--- src/rtl/cpu_pkg.sv ---
// Shared CPU definitions: instruction field layout, operand widths and the
// pipeline sequencer state encoding.
package cpu_pkg;

  localparam int unsigned OPC_W = 4;
  localparam int unsigned REG_W = 6;

  localparam int unsigned OPC_HI = 31;
  localparam int unsigned OPC_LO = 28;
  localparam int unsigned RD_HI  = 27;
  localparam int unsigned RD_LO  = 22;
  localparam int unsigned RS_HI  = 21;
  localparam int unsigned RS_LO  = 16;
  localparam int unsigned RT_HI  = 15;
  localparam int unsigned RT_LO  = 10;

  typedef enum logic [1:0] {
    ST_RUN    = 2'b00,
    ST_DRAIN  = 2'b01,
    ST_HALTED = 2'b10
  } seq_state_t;

  // True when an operand field is read and names the producer's destination.
  function automatic logic src_hit(input logic used,
                                   input logic [REG_W-1:0] src,
                                   input logic [REG_W-1:0] dst);
    return used && (src == dst);
  endfunction

endpackage

--- src/rtl/pipeline_hazard_sequencer_if.sv ---
// Pipeline-control bundle between the datapath (master) and the hazard
// sequencer (slave).
interface pipeline_hazard_sequencer_if #(
  parameter int unsigned CNT_W = 16
);
  import cpu_pkg::*;

  logic [OPC_W-1:0] in_id_opcode;
  logic [REG_W-1:0] in_id_rs;
  logic [REG_W-1:0] in_id_rt;
  logic             in_idex_regwrt;
  logic [REG_W-1:0] in_idex_rd;
  logic             in_exwb_regwrt;
  logic [REG_W-1:0] in_exwb_rd;
  logic             in_redirect;
  logic             in_halt_req;
  logic             in_resume;

  logic             out_pc_write;
  logic             out_ifid_write;
  logic             out_ifid_flush;
  logic             out_idex_bubble;
  logic             out_exwb_bubble;
  logic             out_mem_kill;
  logic             out_halted;
  logic [1:0]       out_state;
  logic [CNT_W-1:0] out_stall_count;
  logic [CNT_W-1:0] out_flush_count;

  modport master (
    output in_id_opcode, in_id_rs, in_id_rt,
    output in_idex_regwrt, in_idex_rd, in_exwb_regwrt, in_exwb_rd,
    output in_redirect, in_halt_req, in_resume,
    input  out_pc_write, out_ifid_write, out_ifid_flush,
    input  out_idex_bubble, out_exwb_bubble, out_mem_kill,
    input  out_halted, out_state, out_stall_count, out_flush_count
  );

  modport slave (
    input  in_id_opcode, in_id_rs, in_id_rt,
    input  in_idex_regwrt, in_idex_rd, in_exwb_regwrt, in_exwb_rd,
    input  in_redirect, in_halt_req, in_resume,
    output out_pc_write, out_ifid_write, out_ifid_flush,
    output out_idex_bubble, out_exwb_bubble, out_mem_kill,
    output out_halted, out_state, out_stall_count, out_flush_count
  );

endinterface

--- src/rtl/sat_counter.sv ---
// Up-counter with synchronous clear that sticks at its maximum value.
module sat_counter #(
  parameter int unsigned W = 16
) (
  input  logic         clk,
  input  logic         clr,
  input  logic         inc,
  output logic [W-1:0] count
);

  always_ff @(posedge clk) begin
    if (clr) begin
      count <= '0;
    end else if (inc && (count != '1)) begin
      count <= count + 1'b1;
    end
  end

endmodule

--- src/rtl/pipeline_hazard_sequencer.sv ---
// Central controller for the IF/ID/EX-WB pipeline: RAW stalls, redirect
// squashing, halt/drain/resume sequencing and stall/flush counters.
module pipeline_hazard_sequencer
  import cpu_pkg::*;
#(
  parameter logic [15:0] RS_USE_MASK = 16'hFFFF,
  parameter logic [15:0] RT_USE_MASK = 16'hFFFF,
  parameter bit          WB_BYPASS   = 1'b0,
  parameter int unsigned CNT_W       = 16
) (
  input  logic clk,
  input  logic reset,
  pipeline_hazard_sequencer_if.slave bus
);

  seq_state_t state, state_nxt;
  logic v_ifid, v_idex, v_exwb;
  logic rs_used, rt_used, haz_ex, haz_wb, redir, stall;
  logic pc_write, ifid_write, ifid_flush, idex_bubble, exwb_bubble, mem_kill;

  always_comb begin
    rs_used = RS_USE_MASK[bus.in_id_opcode];
    rt_used = RT_USE_MASK[bus.in_id_opcode];
    redir   = bus.in_redirect & v_exwb;
    haz_ex  = v_ifid & v_idex & bus.in_idex_regwrt &
              (src_hit(rs_used, bus.in_id_rs, bus.in_idex_rd) |
               src_hit(rt_used, bus.in_id_rt, bus.in_idex_rd));
    haz_wb  = !WB_BYPASS & v_ifid & v_exwb & bus.in_exwb_regwrt &
              (src_hit(rs_used, bus.in_id_rs, bus.in_exwb_rd) |
               src_hit(rt_used, bus.in_id_rt, bus.in_exwb_rd));
    stall   = (haz_ex | haz_wb) & ~redir & (state != ST_HALTED);
  end

  // A stall holds IF/ID rather than flushing it, so a DRAIN-time stall keeps
  // the waiting instruction instead of losing it.
  always_comb begin
    pc_write    = 1'b0;
    ifid_write  = 1'b0;
    ifid_flush  = 1'b0;
    idex_bubble = 1'b0;
    exwb_bubble = 1'b0;
    mem_kill    = 1'b0;
    if (reset) begin
      ifid_flush  = 1'b1;
      idex_bubble = 1'b1;
      exwb_bubble = 1'b1;
      mem_kill    = 1'b1;
    end else if (redir) begin
      pc_write    = 1'b1;
      ifid_write  = 1'b1;
      ifid_flush  = 1'b1;
      idex_bubble = 1'b1;
      exwb_bubble = 1'b1;
      mem_kill    = 1'b1;
    end else if (stall) begin
      idex_bubble = 1'b1;
    end else begin
      unique case (state)
        ST_RUN: begin
          pc_write   = 1'b1;
          ifid_write = 1'b1;
        end
        ST_DRAIN: begin
          ifid_write = 1'b1;
          ifid_flush = 1'b1;
        end
        default: ifid_flush = 1'b1;
      endcase
    end
  end

  always_comb begin
    state_nxt = state;
    unique case (state)
      ST_RUN:   if (bus.in_halt_req) state_nxt = ST_DRAIN;
      ST_DRAIN: if (!(v_ifid | v_idex | v_exwb)) state_nxt = ST_HALTED;
      default:  if (bus.in_resume) state_nxt = ST_RUN;
    endcase
  end

  always_ff @(posedge clk) begin
    if (reset) begin
      state  <= ST_RUN;
      v_ifid <= 1'b0;
      v_idex <= 1'b0;
      v_exwb <= 1'b0;
    end else begin
      state  <= state_nxt;
      v_ifid <= ifid_flush ? 1'b0 : (ifid_write ? (state == ST_RUN) : v_ifid);
      v_idex <= idex_bubble ? 1'b0 : v_ifid;
      v_exwb <= exwb_bubble ? 1'b0 : v_idex;
    end
  end

  sat_counter #(.W(CNT_W)) u_stall_cnt (
    .clk   (clk),
    .clr   (reset),
    .inc   (stall),
    .count (bus.out_stall_count)
  );

  sat_counter #(.W(CNT_W)) u_flush_cnt (
    .clk   (clk),
    .clr   (reset),
    .inc   (redir),
    .count (bus.out_flush_count)
  );

  assign bus.out_pc_write    = pc_write;
  assign bus.out_ifid_write  = ifid_write;
  assign bus.out_ifid_flush  = ifid_flush;
  assign bus.out_idex_bubble = idex_bubble;
  assign bus.out_exwb_bubble = exwb_bubble;
  assign bus.out_mem_kill    = mem_kill;
  assign bus.out_halted      = (state == ST_HALTED);
  assign bus.out_state       = state;

endmodule
--- src/flat_wrapper.sv ---
// flat-port wrapper written by rule: the top's interface ports become plain ports
module pipeline_hazard_sequencer_flat import cpu_pkg::*;
#(
  parameter logic [15:0] RS_USE_MASK = 16'hFFFF,
  parameter logic [15:0] RT_USE_MASK = 16'hFFFF,
  parameter bit          WB_BYPASS   = 1'b0,
  parameter int unsigned CNT_W       = 16
)
  (clk, reset, bus_in_id_opcode, bus_in_id_rs, bus_in_id_rt, bus_in_idex_regwrt, bus_in_idex_rd, bus_in_exwb_regwrt, bus_in_exwb_rd, bus_in_redirect, bus_in_halt_req, bus_in_resume, bus_out_pc_write, bus_out_ifid_write, bus_out_ifid_flush, bus_out_idex_bubble, bus_out_exwb_bubble, bus_out_mem_kill, bus_out_halted, bus_out_state, bus_out_stall_count, bus_out_flush_count);
  pipeline_hazard_sequencer_if #(.CNT_W(CNT_W)) bus_i ();
  input  logic clk;
  input  logic reset;
  input wire logic [$bits(bus_i.in_id_opcode)-1:0] bus_in_id_opcode;
  input wire logic [$bits(bus_i.in_id_rs)-1:0] bus_in_id_rs;
  input wire logic [$bits(bus_i.in_id_rt)-1:0] bus_in_id_rt;
  input wire logic [$bits(bus_i.in_idex_regwrt)-1:0] bus_in_idex_regwrt;
  input wire logic [$bits(bus_i.in_idex_rd)-1:0] bus_in_idex_rd;
  input wire logic [$bits(bus_i.in_exwb_regwrt)-1:0] bus_in_exwb_regwrt;
  input wire logic [$bits(bus_i.in_exwb_rd)-1:0] bus_in_exwb_rd;
  input wire logic [$bits(bus_i.in_redirect)-1:0] bus_in_redirect;
  input wire logic [$bits(bus_i.in_halt_req)-1:0] bus_in_halt_req;
  input wire logic [$bits(bus_i.in_resume)-1:0] bus_in_resume;
  output wire logic [$bits(bus_i.out_pc_write)-1:0] bus_out_pc_write;
  output wire logic [$bits(bus_i.out_ifid_write)-1:0] bus_out_ifid_write;
  output wire logic [$bits(bus_i.out_ifid_flush)-1:0] bus_out_ifid_flush;
  output wire logic [$bits(bus_i.out_idex_bubble)-1:0] bus_out_idex_bubble;
  output wire logic [$bits(bus_i.out_exwb_bubble)-1:0] bus_out_exwb_bubble;
  output wire logic [$bits(bus_i.out_mem_kill)-1:0] bus_out_mem_kill;
  output wire logic [$bits(bus_i.out_halted)-1:0] bus_out_halted;
  output wire logic [$bits(bus_i.out_state)-1:0] bus_out_state;
  output wire logic [$bits(bus_i.out_stall_count)-1:0] bus_out_stall_count;
  output wire logic [$bits(bus_i.out_flush_count)-1:0] bus_out_flush_count;
  assign bus_i.in_id_opcode = bus_in_id_opcode;
  assign bus_i.in_id_rs = bus_in_id_rs;
  assign bus_i.in_id_rt = bus_in_id_rt;
  assign bus_i.in_idex_regwrt = bus_in_idex_regwrt;
  assign bus_i.in_idex_rd = bus_in_idex_rd;
  assign bus_i.in_exwb_regwrt = bus_in_exwb_regwrt;
  assign bus_i.in_exwb_rd = bus_in_exwb_rd;
  assign bus_i.in_redirect = bus_in_redirect;
  assign bus_i.in_halt_req = bus_in_halt_req;
  assign bus_i.in_resume = bus_in_resume;
  assign bus_out_pc_write = bus_i.out_pc_write;
  assign bus_out_ifid_write = bus_i.out_ifid_write;
  assign bus_out_ifid_flush = bus_i.out_ifid_flush;
  assign bus_out_idex_bubble = bus_i.out_idex_bubble;
  assign bus_out_exwb_bubble = bus_i.out_exwb_bubble;
  assign bus_out_mem_kill = bus_i.out_mem_kill;
  assign bus_out_halted = bus_i.out_halted;
  assign bus_out_state = bus_i.out_state;
  assign bus_out_stall_count = bus_i.out_stall_count;
  assign bus_out_flush_count = bus_i.out_flush_count;
  pipeline_hazard_sequencer #(.RS_USE_MASK(RS_USE_MASK), .RT_USE_MASK(RT_USE_MASK), .WB_BYPASS(WB_BYPASS), .CNT_W(CNT_W)) u_core (.clk(clk), .reset(reset), .bus(bus_i));
endmodule
--- config.mk ---
export PLATFORM = sky130hd
export DESIGN_NAME = pipeline_hazard_sequencer_flat
export DESIGN_NICKNAME = d
export VERILOG_FILES = /design/src/rtl/cpu_pkg.sv /design/src/rtl/pipeline_hazard_sequencer_if.sv /design/src/rtl/sat_counter.sv /design/src/rtl/pipeline_hazard_sequencer.sv /design/src/flat_wrapper.sv
export SDC_FILE = /design/constraint.sdc
export NUM_CORES = 1
export LEC_CHECK = 0
export ABC_AREA = 1
export CORE_MARGIN = 5
export CORE_UTILIZATION = 45
export CTS_BUF_LIST = sky130_fd_sc_hd__clkbuf_8 sky130_fd_sc_hd__clkbuf_16
export DETAILED_ROUTE_END_ITERATION = 10
export GPL_TIMING_DRIVEN = 0
export HOLD_SLACK_MARGIN = 0.06
export PLACE_DENSITY = 0.85
export SLEW_MARGIN = 20
export SYNTH_ARGS = -nofsm -noshare
export SYNTH_HDL_FRONTEND = slang
export SYNTH_SLANG_ARGS = --single-unit
--- constraint.sdc ---
create_clock -name clk -period 1.7 [get_ports clk]
set_input_delay 0.34 -clock clk [delete_from_list [all_inputs] [get_ports clk]]
set_output_delay 0.34 -clock clk [all_outputs]
set_load 0.05 [all_outputs]
==> metrics.cfg, run 1 <==
[status]
status=finished with violations
violations=setup timing

[sta]
clock_skew_ns=0.00428
final.min_clock_period_ns=1.81
maxSlewHeadroom=0.616
setup_viol=3
rsz0062_at_grt=yes
post-route-period-util=1.06
setup_slack_ns=-0.107
worstMarginPinSlew_ns=0.577
hold_ws_ns=0.412
hold_viol_final=0
maxSlewViolCount=0
fmax_mhz=553

[worst_setup_path]
worstPathMaxFanout=3
crit_arrival_ns=1.47
reg2reg_to=u_core.u_flush_cnt.count[14]$_SDFFE_PP0P_
crit_start=u_core.v_exwb$_SDFF_PP0_
end_kind=output pin
worstSetupPathType=flip-flop to output pin
crit-reg2reg-launch=u_core.u_flush_cnt.count[0]$_SDFFE_PP0P_
setup.worst_path.end=bus_out_ifid_flush
worstSetupStartpointType=flip-flop
rr_worst_depth=10
r2r_slack_ns=0.11
required_ns=1.36

[clock_network]
clock_sinks=37
clk_latency_ns=0.30
root_buffer=clkbuf_8
cts.clk_slew.worst_paths_ns=0.08
cts.path.max_buffers=2
cts_buffers=5
h-tree-depth=2
cts_tree=built

[grt]
grt_usage=0.205
grt_pass1_vias=2822
antenna_found_initial=0
grt_pass1_wl_um=12200
grt.overflow.total=0
grt_max_degree=14

[synth]
synth.avg_cell_area_um2=6.02
yosysUniqueCellTypes=30
synth_area_um2=2470
yosysTopAreaCellShare=0.300
synth_edf_count=0
ys.flop_type=dfxtp_1
synth-seq-area-share=0.300
synth_area_leaders=dfxtp_1 (30%), nand2_1 (21%), inv_1 (9.7%), nor2_1 (6.5%), a21oi_1 (5.9%)
ys_ff_latch=37
ys_warn_count=0
synth_commonest_cells=nand2_1 (136), inv_1 (64), nor2_1 (43)
synth.most_common_cell=nand2_1
netlist_instances=410
syn-num-nets=447
yosys.area.top_type=dfxtp_1
synthArstFlopShare=0

[route]
routed_wl_um=7500
drtPass1Iterations=4
routed_via_density=5.05
drt_iter0_markers=134
wl_per_cell_um=13.1
drc=0
drtAntennaViolNets=0
vias=2897

[placement]
portBuffers=70
post-dp-hpwl_um=5370
place_inst=552
gp_congestion=0.889
placed_cell_area_um2=3330

[floorplanning]
dieArea_um2=7070
die-height_um=84.1
start_util=0.457
row_count=27
dieWidth_um=84.1
core_area_um2=5410
ios=76

[job]
max-cap-violations=0

[layout]
drive_gt1_frac=0.287
final_area_um2=3670
n_fill_cell=465
instances_no_fill=574
antenna_cells=0
nNetsFinal=538
utilization=0.679
area_delta_synth_final_pct=48.7

[worst_hold_path]
hold_path_class=input port to flip-flop

[power_and_ir_drop]
p_leak_nw=1.71
vdd_drop_max_uv=322
cellPowerDensity_nw_per_um2=571
finalPower_mw=2.10

## placed cells by master, fill, tap and decap left out, drive strengths merged
master | synthesis | final
nand2 | 142 | 142
inv | 68 | 67
nor2 | 47 | 47
buf | 1 | 45
dlygate4sd2 | 0 | 37
dfxtp | 37 | 37
a21oi | 29 | 29
nand3 | 17 | 17
o21ai | 16 | 16
nor3 | 15 | 15
nand4 | 12 | 12
xor2 | 9 | 9
clkbuf | 3 | 8
xnor2 | 4 | 4
nor4 | 3 | 3
clkinvlp | 0 | 2
nand3b | 2 | 2
o21a | 2 | 2
clkdlybuf4s50 | 0 | 2
ha | 2 | 2
or2 | 1 | 1
clkinv | 0 | 1
bufinv | 0 | 1
clkdlybuf4s15 | 0 | 1
## worst min-delay path by stage
stage                             startpoint                                       end  slack [ns]  depth (start not counted)
finish                                 reset  u_core.u_stall_cnt.count[4]$_SDFFE_PP0P_        0.41                          2
global route                           reset  u_core.u_flush_cnt.count[8]$_SDFFE_PP0P_        0.43                          2
global placement    u_core.v_idex$_SDFF_PP0_                  u_core.v_exwb$_SDFF_PP0_        0.43                          2
CTS                                    reset  u_core.u_stall_cnt.count[4]$_SDFFE_PP0P_        0.41                          2
detailed placement  u_core.v_idex$_SDFF_PP0_                  u_core.v_exwb$_SDFF_PP0_        0.44                          2
floorplan           u_core.v_idex$_SDFF_PP0_                  u_core.v_exwb$_SDFF_PP0_        0.42                          2
## cells by family (layout without fill, tap and decap cells)
family                     count (synthesis)  count (layout)  synth area share
and+or+nand+nor                          239             239             0.435
buffers and inverters                     72             164             0.112
AOI/OAI and AO/OA                         47              47            0.0973
DFF                                       37              37             0.300
xor gates and xnor gates                  13              13            0.0461
adders and majority gates                  2               2            0.0101
## layout make-up
| class | instances | area [µm²] | area share |
|---|---|---|---|
| plain buffers | 4 | 21.3 | 0.00579 |
| clock buffers | 5 | 68.8 | 0.0187 |
| clock inverters | 3 | 46.3 | 0.0126 |
| multi-input cells | 301 | 1630 | 0.444 |
| repair buffers | 84 | 767 | 0.209 |
| flip-flops and latches | 37 | 772 | 0.210 |
| inverters | 68 | 277 | 0.0753 |
| well taps | 72 | 90.1 | 0.0245 |
## sequential cells by signal (all words and copies together), names as in the netlist
register	cells
u_core.bus.out_state	2
u_core.u_flush_cnt.count	16
u_core.u_stall_cnt.count	16
u_core.v_exwb	1
u_core.v_idex	1
u_core.v_ifid	1
## metrics by stage
stage	setup TNS, ns	setup WS (ns)
2_1_floorplan	-0.217	-0.121
3_3_place_gp	-11.74	-1.22
3_5_place_dp	-13.89	-1.29
4_1_cts	-0.467	-0.168
5_1_grt	-0.575	-0.185
6_report	-0.299	-0.107
## critical path, cell delays in order, from the launching register on
cell and delay [ns]:
dfxtp_2 0.38, nand2_1 0.06, nor2_1 0.12, nand2_2 0.08, nand2_4 0.10, nand2_4 0.08
a21oi_4 0.14, inv_2 0.05, buf_8 0.14
## layer usage
layer	vias to the layer above	share of wire	GRT usage
li1	1466	-	-
met1	1344	0.42	0.235
met2	79	0.53	0.387
met3	8	0.044	0.0336
met4	0	0.011	0.0585
met5	-	0	0
## power breakdown
group          leakage [nW]  switching [mW]  total (mW)  internal [mW]
clock                0.0543           0.349       0.789          0.439
combinational          1.35           0.251       0.421          0.170
sequential            0.309          0.0124       0.888          0.876
## what timing repair did
item / in CTS / in global routing
pin swaps: 26 / 34
gates resized for setup: 210 / 53
endpoints found under the hold margin: 0 / 0
setup buffers: 9 / 5
hold buffers: 0 / 0
endpoints found under the setup margin: 56 / 26
Power figures use the tool's default switching activity.
==> run 2: changes to the inputs <==
Settings changed: HOLD_SLACK_MARGIN 0.06 to 0.12, PLACE_DENSITY 0.85 to 0.77, SETUP_SLACK_MARGIN from default to 0.3.
==> run 2 against run 1 <==
Net effect:
- the run still ends with setup timing left
- global-route usage up 2.9 points
- die area unchanged
- core utilization rose by 13 points
- worst setup slack lost 0.011 ns
- critical endpoint is now bus_out_idex_bubble
==> metrics.cfg, run 2 (synthesis results as in run 1) <==
[status]
status=finished with violations
violations=setup timing

[route]
drc=0  ; unchanged
drtPass1Iterations=4  ; unchanged
vias=3225  ; +11%
routed_wl_um=9780  ; +31%
drt_iter0_markers=251  ; +87%
wl_per_cell_um=16.1  ; +23%
routed_via_density=5.30  ; +4.9%
drtAntennaViolNets=0  ; unchanged

[floorplanning]
start_util=0.457  ; unchanged
dieArea_um2=7070  ; unchanged
row_count=27  ; unchanged
dieWidth_um=84.1  ; unchanged
die-height_um=84.1  ; unchanged
core_area_um2=5410  ; unchanged
ios=76  ; unchanged

[sta]
rsz0062_at_grt=yes
fmax_mhz=550  ; -0.63%
clock_skew_ns=0.00917  ; +0.00489 ns
hold_viol_final=0  ; unchanged
worstMarginPinSlew_ns=0.647  ; +0.0706 ns
maxSlewViolCount=0  ; unchanged
setup_viol=19  ; +16
final.min_clock_period_ns=1.82  ; +0.0114 ns
hold_ws_ns=0.347  ; -0.0649 ns
post-route-period-util=1.07  ; +0.00673
maxSlewHeadroom=0.569  ; -0.0470
setup_slack_ns=-0.118  ; -0.0114 ns
setup_tns_ns=-0.852  ; -0.552 ns

[power_and_ir_drop]
finalPower_mw=2.19  ; +4.6%
cellPowerDensity_nw_per_um2=500  ; -12%
vdd_drop_max_uv=427  ; +32%
p_leak_nw=2.04  ; +19%

[worst_setup_path]
worstSetupPathType=flip-flop to output pin
required_ns=1.36  ; about the same
crit_start=u_core.v_exwb$_SDFF_PP0_
crit-reg2reg-launch=u_core.v_exwb$_SDFF_PP0_
setup.worst_path.end=bus_out_idex_bubble
rr_worst_depth=14  ; +4
reg2reg_to=u_core.u_stall_cnt.count[5]$_SDFFE_PP0P_
crit_arrival_ns=1.48  ; about the same
end_kind=output pin
worstPathMaxFanout=3  ; unchanged
worstSetupStartpointType=flip-flop
r2r_slack_ns=-0.11  ; -0.22 ns

[layout]
utilization=0.812  ; +0.132
instances_no_fill=609  ; +6.1%
area_delta_synth_final_pct=77.6
multi_input_area_um2=1940  ; +19%
regArea_um2=828  ; +7.3%
mostFrequentLayoutCell=nand2_1
antenna_cells=0  ; unchanged
layout_common_cells=nand2_1 (98), buf_4 (36), inv_1 (34), buf_6 (34), nor2_1 (33)
final_area_um2=4390  ; +19%
n_fill_cell=353  ; -24%
drive_gt1_frac=0.542  ; +0.255
nNetsFinal=573  ; +6.5%

[grt]
grt_usage=0.234  ; +0.0290
grt.overflow.total=0  ; unchanged
antenna_found_initial=0  ; unchanged
grt_pass1_wl_um=13800  ; +13%
grt_max_degree=12  ; -2
grt_pass1_vias=2982  ; +5.7%

[placement]
pre_cts_slack_ns=-1.22  ; +0.0742 ns
placed_cell_area_um2=3500  ; +5.0%
gp_congestion=0.902  ; +1.5%
portBuffers=70  ; unchanged
post-dp-hpwl_um=5470  ; +1.9%
place_inst=552  ; unchanged

[clock_network]
cts_tree=built
root_buffer=clkbuf_8
cts_buffers=5  ; unchanged
clock_sinks=37  ; unchanged
cts.path.max_buffers=2  ; unchanged
h-tree-depth=2  ; unchanged
cts.clk_slew.worst_paths_ns=0.08  ; about the same
clk_latency_ns=0.30  ; about the same

[job]
max-cap-violations=0  ; unchanged

[worst_hold_path]
hold_path_class=input port to flip-flop

==> run 2: cell count changes in the layout (fill, tap and decap cells not counted), sizes merged <==
cell           change
clkinv             -1
clkdlybuf4s15      +2
clkbuf             +3
clkdlybuf4s18      +5
dlygate4sd2       -34
nand2              +1
buf               +59
==> run 2: final cells by class <==
type / count / share of cell area
multi-input combinational: 302 / 0.443
timing repair buffer: 118 / 0.245
sequential: 37 / 0.189
inverter: 68 / 0.0690
tap: 72 / 0.0205
clock buffer: 6 / 0.0188
clock inverter: 2 / 0.00770
buffer: 4 / 0.00770
==> run 2: worst min path at each step <==
stage / startpoint / endpoint / slack, ns / depth (start not counted)
after detailed placement: u_core.v_idex$_SDFF_PP0_ / u_core.v_exwb$_SDFF_PP0_ / 0.44 / 2
after global routing: reset / u_core.u_stall_cnt.count[4]$_SDFFE_PP0P_ / 0.36 / 2
after floorplan: u_core.v_idex$_SDFF_PP0_ / u_core.v_exwb$_SDFF_PP0_ / 0.42 / 2
after CTS: reset / u_core.u_stall_cnt.count[7]$_SDFFE_PP0P_ / 0.35 / 2
after global placement: u_core.v_idex$_SDFF_PP0_ / u_core.v_exwb$_SDFF_PP0_ / 0.44 / 2
final: reset / u_core.u_stall_cnt.count[4]$_SDFFE_PP0P_ / 0.35 / 2
==> run 2: power by group <==
part | internal (mW) | total, mW | switching, mW
combinational | 0.227 | 0.517 | 0.290
clock | 0.473 | 0.812 | 0.339
sequential | 0.852 | 0.865 | 0.0129
total | 1.55 | 2.19 | 0.642
==> run 2: metal layers <==
layer / GRT usage / share of wire
met5: 0 / 0
met4: 0.107 / 0.030
met3: 0.0474 / 0.069
met2: 0.396 / 0.52
met1: 0.284 / 0.38
==> run 2: repair_timing <==
item | 4_1_cts | 5_1_grt
cloned | 1 | 0
setup endpoints to repair | 75 | 60
hold buffers | 0 | 0
resized for setup | 350 | 148
buffers inserted | 25 | 23
pin swaps | 49 | 64
==> run 2: worst max-delay path, stage by stage (launching register included) <==
cell and delay [ns]:
dfxtp_4 0.39, nand2_2 0.07, nor2_4 0.09, nand2_2 0.07, nand2_4 0.11, nand2_4 0.09
buf_4 0.16, nand2_4 0.06, buf_8 0.14
